File: src/rtl/row_col_dec_5x5.sv
// row_col_dec_5x5: readback decoder/monitor for the 5x5 DCO capacitor-array
// select code. Captures the r_all/row/col triple, rebuilds the tuning word,
// flags illegal encodings and oversized word jumps, and counts both events.
module row_col_dec_5x5 #(
  parameter int MAX      = 25,
  parameter int STEP_MAX = 4,
  parameter int CNT_W    = 8
) (
  input  logic             clk,
  input  logic             rst,
  input  logic             en,
  input  logic             clr,
  input  logic [4:0]       r_all,
  input  logic [4:0]       row,
  input  logic [4:0]       col,
  output logic [4:0]       word,
  output logic             valid,
  output logic             err,
  output logic             step_err,
  output logic [CNT_W-1:0] err_cnt
);

  // stage-1 capture registers
  logic [4:0]       cap_ra_q, cap_ra_d;
  logic [4:0]       cap_row_q, cap_row_d;
  logic [4:0]       cap_col_q, cap_col_d;
  logic             cap_v_q, cap_v_d;

  // stage-2 outputs and step history
  logic [4:0]       word_q, word_d;
  logic             valid_q, valid_d;
  logic             err_q, err_d;
  logic             step_err_q, step_err_d;
  logic [CNT_W-1:0] err_cnt_q, err_cnt_d;
  logic [4:0]       last_w_q, last_w_d;
  logic             last_v_q, last_v_d;

  // decode intermediates
  logic [2:0]       r_idx;
  logic [2:0]       c_cnt;
  logic [2:0]       row_ones;
  logic             one_hot;
  logic [5:0]       word6;
  logic [4:0]       word_dec;
  logic [4:0]       ra_exp;
  logic [5:0]       fill6;
  logic [4:0]       col_lsb;
  logic [4:0]       col_msb;
  logic             col_ok;
  logic             c_ok;
  logic             legal;
  logic             idle;
  logic [4:0]       diff;
  logic             step_big;
  logic             inc;

  // capture: register the triple whenever en is high
  always_comb begin
    cap_ra_d  = cap_ra_q;
    cap_row_d = cap_row_q;
    cap_col_d = cap_col_q;
    cap_v_d   = en;
    if (en) begin
      cap_ra_d  = r_all;
      cap_row_d = row;
      cap_col_d = col;
    end
  end

  // row index and column count; r_idx is only meaningful when row is one-hot
  always_comb begin
    r_idx    = 3'd0;
    c_cnt    = 3'd0;
    row_ones = 3'd0;
    for (int i = 0; i < 5; i++) begin
      if (cap_row_q[i]) begin
        r_idx    = 3'(i);
        row_ones = row_ones + 3'd1;
      end
      if (cap_col_q[i]) c_cnt = c_cnt + 3'd1;
    end
    one_hot = (row_ones == 3'd1);
  end

  // word reconstruction and legality of the whole triple
  always_comb begin
    word6    = 6'(r_idx) * 6'd5 + 6'(c_cnt);
    word_dec = word6[4:0];
    // rows below r are zero, row r and above are one
    ra_exp   = ~((5'd1 << r_idx) - 5'd1);
    // column fill: LSB-first on even rows, MSB-first on odd rows
    fill6    = (6'd1 << c_cnt) - 6'd1;
    col_lsb  = fill6[4:0];
    col_msb  = 5'(fill6 << (3'd5 - c_cnt));
    col_ok   = r_idx[0] ? (cap_col_q == col_msb) : (cap_col_q == col_lsb);
    // an empty column set is only word 0
    c_ok     = (c_cnt != 3'd0) || (r_idx == 3'd0);
    legal    = one_hot && (cap_ra_q == ra_exp) && col_ok && c_ok &&
               (int'(word6) <= MAX);
    idle     = (cap_ra_q == 5'd0) && (cap_row_q == 5'd0) && (cap_col_q == 5'd0);
  end

  // distance from the last legal word
  always_comb begin
    diff     = (word_dec >= last_w_q) ? (word_dec - last_w_q) : (last_w_q - word_dec);
    step_big = int'(diff) > STEP_MAX;
  end

  // stage-2 outputs and step history update
  always_comb begin
    word_d     = word_q;
    valid_d    = 1'b0;
    err_d      = 1'b0;
    step_err_d = 1'b0;
    last_w_d   = last_w_q;
    last_v_d   = last_v_q;
    if (cap_v_q) begin
      if (idle) begin
        // coder reset pattern: not an error, but breaks the step history
        last_v_d = 1'b0;
      end else if (legal) begin
        word_d     = word_dec;
        valid_d    = 1'b1;
        step_err_d = last_v_q && step_big;
        last_w_d   = word_dec;
        last_v_d   = 1'b1;
      end else begin
        err_d = 1'b1;
      end
    end
    // clear wins over a same-edge history update
    if (clr) last_v_d = 1'b0;
  end

  // saturating event counter; clear wins over a same-edge increment
  always_comb begin
    inc       = err_d || step_err_d;
    err_cnt_d = err_cnt_q;
    if (clr) begin
      err_cnt_d = '0;
    end else if (inc && (err_cnt_q != {CNT_W{1'b1}})) begin
      err_cnt_d = err_cnt_q + CNT_W'(1);
    end
  end

  // state registers
  always_ff @(posedge clk or posedge rst) begin
    if (rst) begin
      cap_ra_q   <= '0;
      cap_row_q  <= '0;
      cap_col_q  <= '0;
      cap_v_q    <= 1'b0;
      word_q     <= '0;
      valid_q    <= 1'b0;
      err_q      <= 1'b0;
      step_err_q <= 1'b0;
      err_cnt_q  <= '0;
      last_w_q   <= '0;
      last_v_q   <= 1'b0;
    end else begin
      cap_ra_q   <= cap_ra_d;
      cap_row_q  <= cap_row_d;
      cap_col_q  <= cap_col_d;
      cap_v_q    <= cap_v_d;
      word_q     <= word_d;
      valid_q    <= valid_d;
      err_q      <= err_d;
      step_err_q <= step_err_d;
      err_cnt_q  <= err_cnt_d;
      last_w_q   <= last_w_d;
      last_v_q   <= last_v_d;
    end
  end

  assign word     = word_q;
  assign valid    = valid_q;
  assign err      = err_q;
  assign step_err = step_err_q;
  assign err_cnt  = err_cnt_q;

endmodule

File: config.mk
export PLATFORM = sky130hd
export DESIGN_NAME = row_col_dec_5x5
export DESIGN_NICKNAME = d
export VERILOG_FILES = /design/src/rtl/row_col_dec_5x5.sv
export SDC_FILE = /design/constraint.sdc
export NUM_CORES = 1
export LEC_CHECK = 0
export CAP_MARGIN = 20
export CORE_ASPECT_RATIO = 2
export CORE_MARGIN = 10
export CORE_UTILIZATION = 50
export CTS_CLUSTER_SIZE = 20
export DETAILED_ROUTE_END_ITERATION = 12
export HOLD_SLACK_MARGIN = 0.05
export PLACE_DENSITY = 0.72
export RECOVER_POWER = 50
export REMOVE_ABC_BUFFERS = 1
export SYNTH_ARGS = -nofsm -noshare
export SYNTH_HDL_FRONTEND = slang
export SYNTH_SLANG_ARGS = --single-unit
File: constraint.sdc
create_clock -name clk -period 11.58 [get_ports clk]
set_clock_uncertainty 0.15 [all_clocks]
set_input_delay 1.737 -clock clk [delete_from_list [all_inputs] [get_ports clk]]
set_output_delay 1.737 -clock clk [all_outputs]
set_load 0.1 [all_outputs]
==> results.md <==
- Status: complete, but fails checks
- Failing checks: max-capacitance violations, max-slew violations
- Most frequent cell after synthesis: dfrtp_1
- Total GRT Usage: roughly 16%
- Yosys reg bits: 33
- Syn avg cell area: 9.24 µm²
- # IOs: 35
- TNS Setup: 0 ps
- Wire per inst: between 15 and 20 µm
- Final WL: 7.37 mm
- CTS-repair resized insts: 0
- Hold Crit Endpoint: cap_ra_q[4]
- Post-synth EDFFs: 0
- Hold crit path type: flop to flop
- Critical path capture point type: flop
- Ratio of final minimum period to clock period: 61.3%
- Layout cells sized above 1: roughly a tenth
- Fmax: approximately 0.14 GHz
- Crit Path Category: flop to flop
- Unrepaired setup endpoints after global routing: false
- Syn Std Cell Area: 3100 µm²
- Placement Setup Slack: approximately 4600 ps
- Largest net degree at the start of global routing: 34
- R2R Path End: err_cnt[2]
- Flop2flop setup slack: around 4500 ps
- Reg-to-reg startpoint: cap_col_q[0]
- Initial DRC count: between 150 and 200
- Power Density: between 150 and 200 nW/µm²
- Cell row count: 40
- DRC errors left: 0
- Post-DRT Antenna Nets: 0
- Netlist cell types: 73
- Start point of the critical path: cap_col_q[0]
- Clock Power Share: between 20% and 30%
- Width of the die: 75.7 µm
- Routability-driven placement congestion ratio: between 0.8 and 0.9
- Endpoints failing setup: 0
- Area Overhead vs Synth: 16.8%
- Post-synth top area share: a little over a quarter
- Internal power: ~0.00039 W
- Tmin final: between 7000 and 8000 ps
- Gr ovfl total: 0
- Critical Path AT: between 7000 and 8000 ps
- Max Slew Vio Count: 34
- Synthesis Warnings: 0
- Slew HR: -25.3%
- VDD IR max: roughly 0.13 mV
- Starting Density: between 50% and 60%
- Postcts setup bufs: 0
- CTS H-tree depth: 2
- Number of global-route vias before repair: between 2000 and 3000
- Gate Count Post-Synth: 335
- List of most frequent post-synthesis cells: 33 x dfrtp_1, 29 x ha_1, 25 x inv_1
- Top post-synthesis cells by area: dfrtp_1 27%, ha_1 12%, mux2_2 3.6%, inv_1 3.0%, nand2_1 2.9%
- Slew @ Worst Pin: between 1500 and 2000 ps
- CTS Root Cell: clkbuf_16
- Setup crit start kind: flop
- Critical Path RT: between 10000 and 15000 ps
- Total Die Area: a little under 10000 µm²
- DR vias: 2565
- Static Leak: 1.65 nW
- CTS Sinks: 33
- Core Box Area: 6010 µm²
- Final net count: 415
- Detailed Routing Iterations Pass 1: 4
- CP Max Fanout: 11
- Max-cap violation count: 1
- Seq pwr share: between 10% and 20%
- Die H: between 100 and 150 µm
- Longest Clk Path Bufs: 2
- Total CTS buffers: 5
- Hold depth: 1
- Sw Ratio: approximately 43%
- Final worst slack: around 4500 ps
- Final HPWL DP: 5.76 mm
- P_sw: around 0.00029 W
- Reg2Reg Depth: 24
- Latest clock arrival within the worst-skew pair: 290 ps
- Post-synthesis sequential area ratio: around a quarter
- Via density: 5.99
- Hold Crit Start: cap_ra_q[4]
- Comb pwr share: a little under three fifths
- Port bufs: 34
- CTS tree: done
- Ant diodes: 0
- Synth async-reset ratio: 100%
- Primary FF master, synth: dfrtp_1
- Min Hold Slack: between 300 and 400 ps
- Initial antenna violation count: 0
- Synth area leader: dfrtp_1
- Hold_buf cts: 0
- First-pass GRT wire length: about 12 mm
- Final Hold Viols: 0
- Clock Pin Slew Worst Setup and Hold Paths: 50 ps
## sequential cells by signal (all words and copies together) (netlist names)
register,cells
valid,1
cap_row_q,5
cap_v_q,1
err_cnt,8
last_v_q,1
cap_col_q,5
step_err,1
err,1
cap_ra_q,5
last_w_q,5
## power by group through the flow
stage	registers [W]	clock network (W)	logic, W
6_report	0.000133	0.000157	0.000390
5_1_grt	0.000134	0.000164	0.000432
4_1_cts	0.000133	0.000159	0.000388
3_5_place_dp	0.000135	0	0.000385
3_3_place_gp	0.000134	0	0.000380
2_1_floorplan	0.000140	0	0.000293
## logic make-up (layout without fill, tap and decap cells)
family                     after synthesis  in the layout  synth area share (%)
buffers and inverters                   42             72                  6.10
AOI/OAI and AO/OA                       75             75                  17.6
xor gates and xnor gates                19             19                  7.72
other                                    1              1                 0.121
and+or+nand+nor                        107            107                  18.9
muxes                                   26             26                  9.25
DFF                                     33             33                  26.7
adders and majority gates               32             32                  13.7
## per-stage QoR
stage	instances	total power (W)	util (%)	cell area, µm²
floorplan	322	0.000433	-	3020
global placement	420	0.000514	57.4	3450
detailed placement	420	0.000520	57.4	3450
CTS	428	0.000680	60.3	3620
global route	428	0.000730	60.2	3620
finish	428	0.000680	60.2	3620
## layer usage
| metal | up-vias | GRT usage [%] | part of all wire (%) |
|---|---|---|---|
| met5 | - | 0 | 0 |
| met4 | 0 | 7.80 | 3.2 |
| met3 | 17 | 3.24 | 3.1 |
| met2 | 48 | 28.4 | 57 |
| met1 | 1237 | 15.2 | 37 |
| li1 | 1263 | - | - |
## critical path: stages, from the launching register on
cell	delay, ps
dfrtp_1	420
ha_1	220
nor2b_1	160
or2_2	300
ha_1	260
nand2b_1	190
o21a_1	140
ha_1	160
and2_1	150
xnor3_2	490
clkinv_4	120
ha_1	360
ha_1	310
a21o_1	160
a21oi_1	160
xnor2_1	140
ha_1	520
o21ai_0	260
a32o_1	320
a311o_1	330
o21ai_0	190
o22ai_1	130
o31ai_1	790
a211oi_1	200
mux2_1	350
## final cells by class
cell class / instances / area, µm²
fill: 539 / 2390
multi-input combinational: 260 / 2080
sequential: 33 / 826
timing repair buffer: 35 / 344
clock buffer: 7 / 143
inverter: 29 / 114
tap: 63 / 78.8
clock inverter: 1 / 30.0
## cell usage in the layout (no fill, tap or decap), types with 5 or more instances in the layout
| master | synthesis | final |
|---|---|---|
| clkbuf_16 | 0 | 5 |
| mux2_1 | 7 | 7 |
| a21oi_1 | 13 | 13 |
| inv_1 | 25 | 25 |
| nand2_1 | 24 | 24 |
| xnor2_1 | 8 | 8 |
| dfrtp_1 | 33 | 33 |
| a211oi_1 | 7 | 7 |
| nor2b_1 | 11 | 11 |
| o21ai_0 | 14 | 14 |
| nand2b_1 | 5 | 5 |
| mux2i_1 | 8 | 8 |
| nor2_1 | 19 | 19 |
| ha_1 | 29 | 29 |
| nand3_1 | 10 | 10 |
| xor2_1 | 5 | 5 |
| mux2_2 | 10 | 10 |
| clkdlybuf4s50_1 | 0 | 32 |
## how the worst max path moves through the flow
stage,end,slack (ps),depth (start not counted)
2_1_floorplan,err_cnt[2],5260,24
3_3_place_gp,err_cnt[7],4650,26
3_5_place_dp,err_cnt[7],4570,25
4_1_cts,err_cnt[2],4550,24
5_1_grt,err_cnt[2],4010,25
6_report,err_cnt[2],4480,24
No activity file was read; power rests on OpenSTA's default activity.
==> RTL edit: new RTL, same flow settings <==
The parameter `CNT_W` goes from 8 to 12.
--- a/src/rtl/row_col_dec_5x5.sv
+++ b/src/rtl/row_col_dec_5x5.sv
@@ -5,5 +5,5 @@
   parameter int MAX      = 25,
   parameter int STEP_MAX = 4,
-  parameter int CNT_W    = 8
+  parameter int CNT_W    = 12
 ) (
   input  logic             clk,
Ports: changed (resized err_cnt); port bits go from 35 to 39. No check against the original RTL was run, so the function may have changed too.
==> RTL edit against the original RTL <==
- the flow still finishes with violations (max-capacitance violations, max-slew violations)
- critical path type unchanged
- largest power group unchanged
- critical endpoint is now err_cnt[6]
- power is 11% lower
- largest cell class unchanged
- wire length up 9.0%
- first-iteration DRC count decreased by 27%
- design area increased by 5.3%
- synthesized area is 4.1% higher
- final cell count increased by 7.0%
- sequential cell count grew 4
- worst setup slack improved by 0.66 ns
==> RTL edit: results <==
[final_layout]
drive_above_1_share_pct = 12.63
largest_reg_flops = 12
n_fill_cell = 566
multi_input_gates = 255
nNetsFinal = 422
fin_area_um2 = 3810
seq_share_pct = 24.30
signal_buffers = 40
clock_cell_area_share_pct = 4.434
multi_input_area_share_pct = 55.01
inverters_excl_clock = 32

[synth]
synth_area_leaders = dfrtp_1, ha_1, mux2_2
synthArstFlopShare_pct = 100.0
syn_area_um2 = 3223
synth_cell_types = 74
yosys-top-cells-count = dfrtp_1, ha_1, inv_1
avgSynthCellArea_um2 = 9.593
yosysSeqAreaShare_pct = 28.73
ys_seq_elements = 37

[status]
status = finished, violations left
violations = max-capacitance violations, max-slew violations

[placed_design]
place_inst = 450
port_buffers = 38
place_ws_ns = 5.168
hpwl_um = 6469
gp_congestion = 0.9636

[power_and_ir_drop]
irDropWorstVdd_mv = 0.1427
p_total_mw = 0.6055
p_sw_mw = 0.2451
pwr-share-comb_pct = 49.0
p_clk_mw = 0.161
static-leakage-power_nw = 1.704

[detailed_routing]
drt-initial-drc-count = 127
finalWirelength_um = 8031
dr_total_vias = 2665
vias_per_cell = 5.819

[setup_path]
critPathLaunch = cap_col_q[0]
worst_path_largest_cell_delay_ns = 0.44
path_max_fanout = 22
crit_family = adder cells
slowest_stage = ha_1
r2r_slack_ns = 5.15

[clock_tree]
cts_resized = 0
postCtsSetupBuffers = 0

[job]
cap_viol_max_count = 1

[hold_path]
holdCritStartpoint = last_w_q[4]
hold_depth = 2

[timing]
slew_violations = 38
worst_pin_slew_ns = 2.052
fin_crit_ns = 6.434
whs_ns = 0.3947

[global_route]
track_usage_pct = 16.43
grt_pass1_vias = 2945
grt_max_degree = 38
## RTL edit: cell count changes after synthesis, sizes merged, moves of 6 or more
cell / before / now
or3: 3 / 12
nand2: 26 / 20
mux2: 18 / 11
o21ai: 14 / 23
xnor2: 10 / 3
nor2b: 11 / 4
## RTL edit: worst paths after layout
kind,endpoint
max,err_cnt[6]
min,last_w_q[4]
max reg2reg,err_cnt[6]
min reg2reg,last_w_q[4]
max in group asynchronous,last_w_q[1]
min in group asynchronous,cap_row_q[4]
## RTL edit: per-layer routing
layer / routed length [µm] / up-vias / global-route usage (%)
li1: - / 1282 / -
met1: 2760 / 1287 / 14.34
met2: 4518 / 67 / 30.87
met3: 356 / 29 / 4.919
met4: 396 / 0 / 11.02
met5: 0 / - / 0
## RTL edit: kinds of logic after synthesis
family	synth area share [%]
AND/OR/NAND/NOR	19.06
flip-flops	28.73
adder cells (fa/ha/maj)	13.12
multiplexers	6.328
other	0.1163
buffers and inverters	6.250
XOR/XNOR	6.483
AO/OA/AOI/OAI	19.92
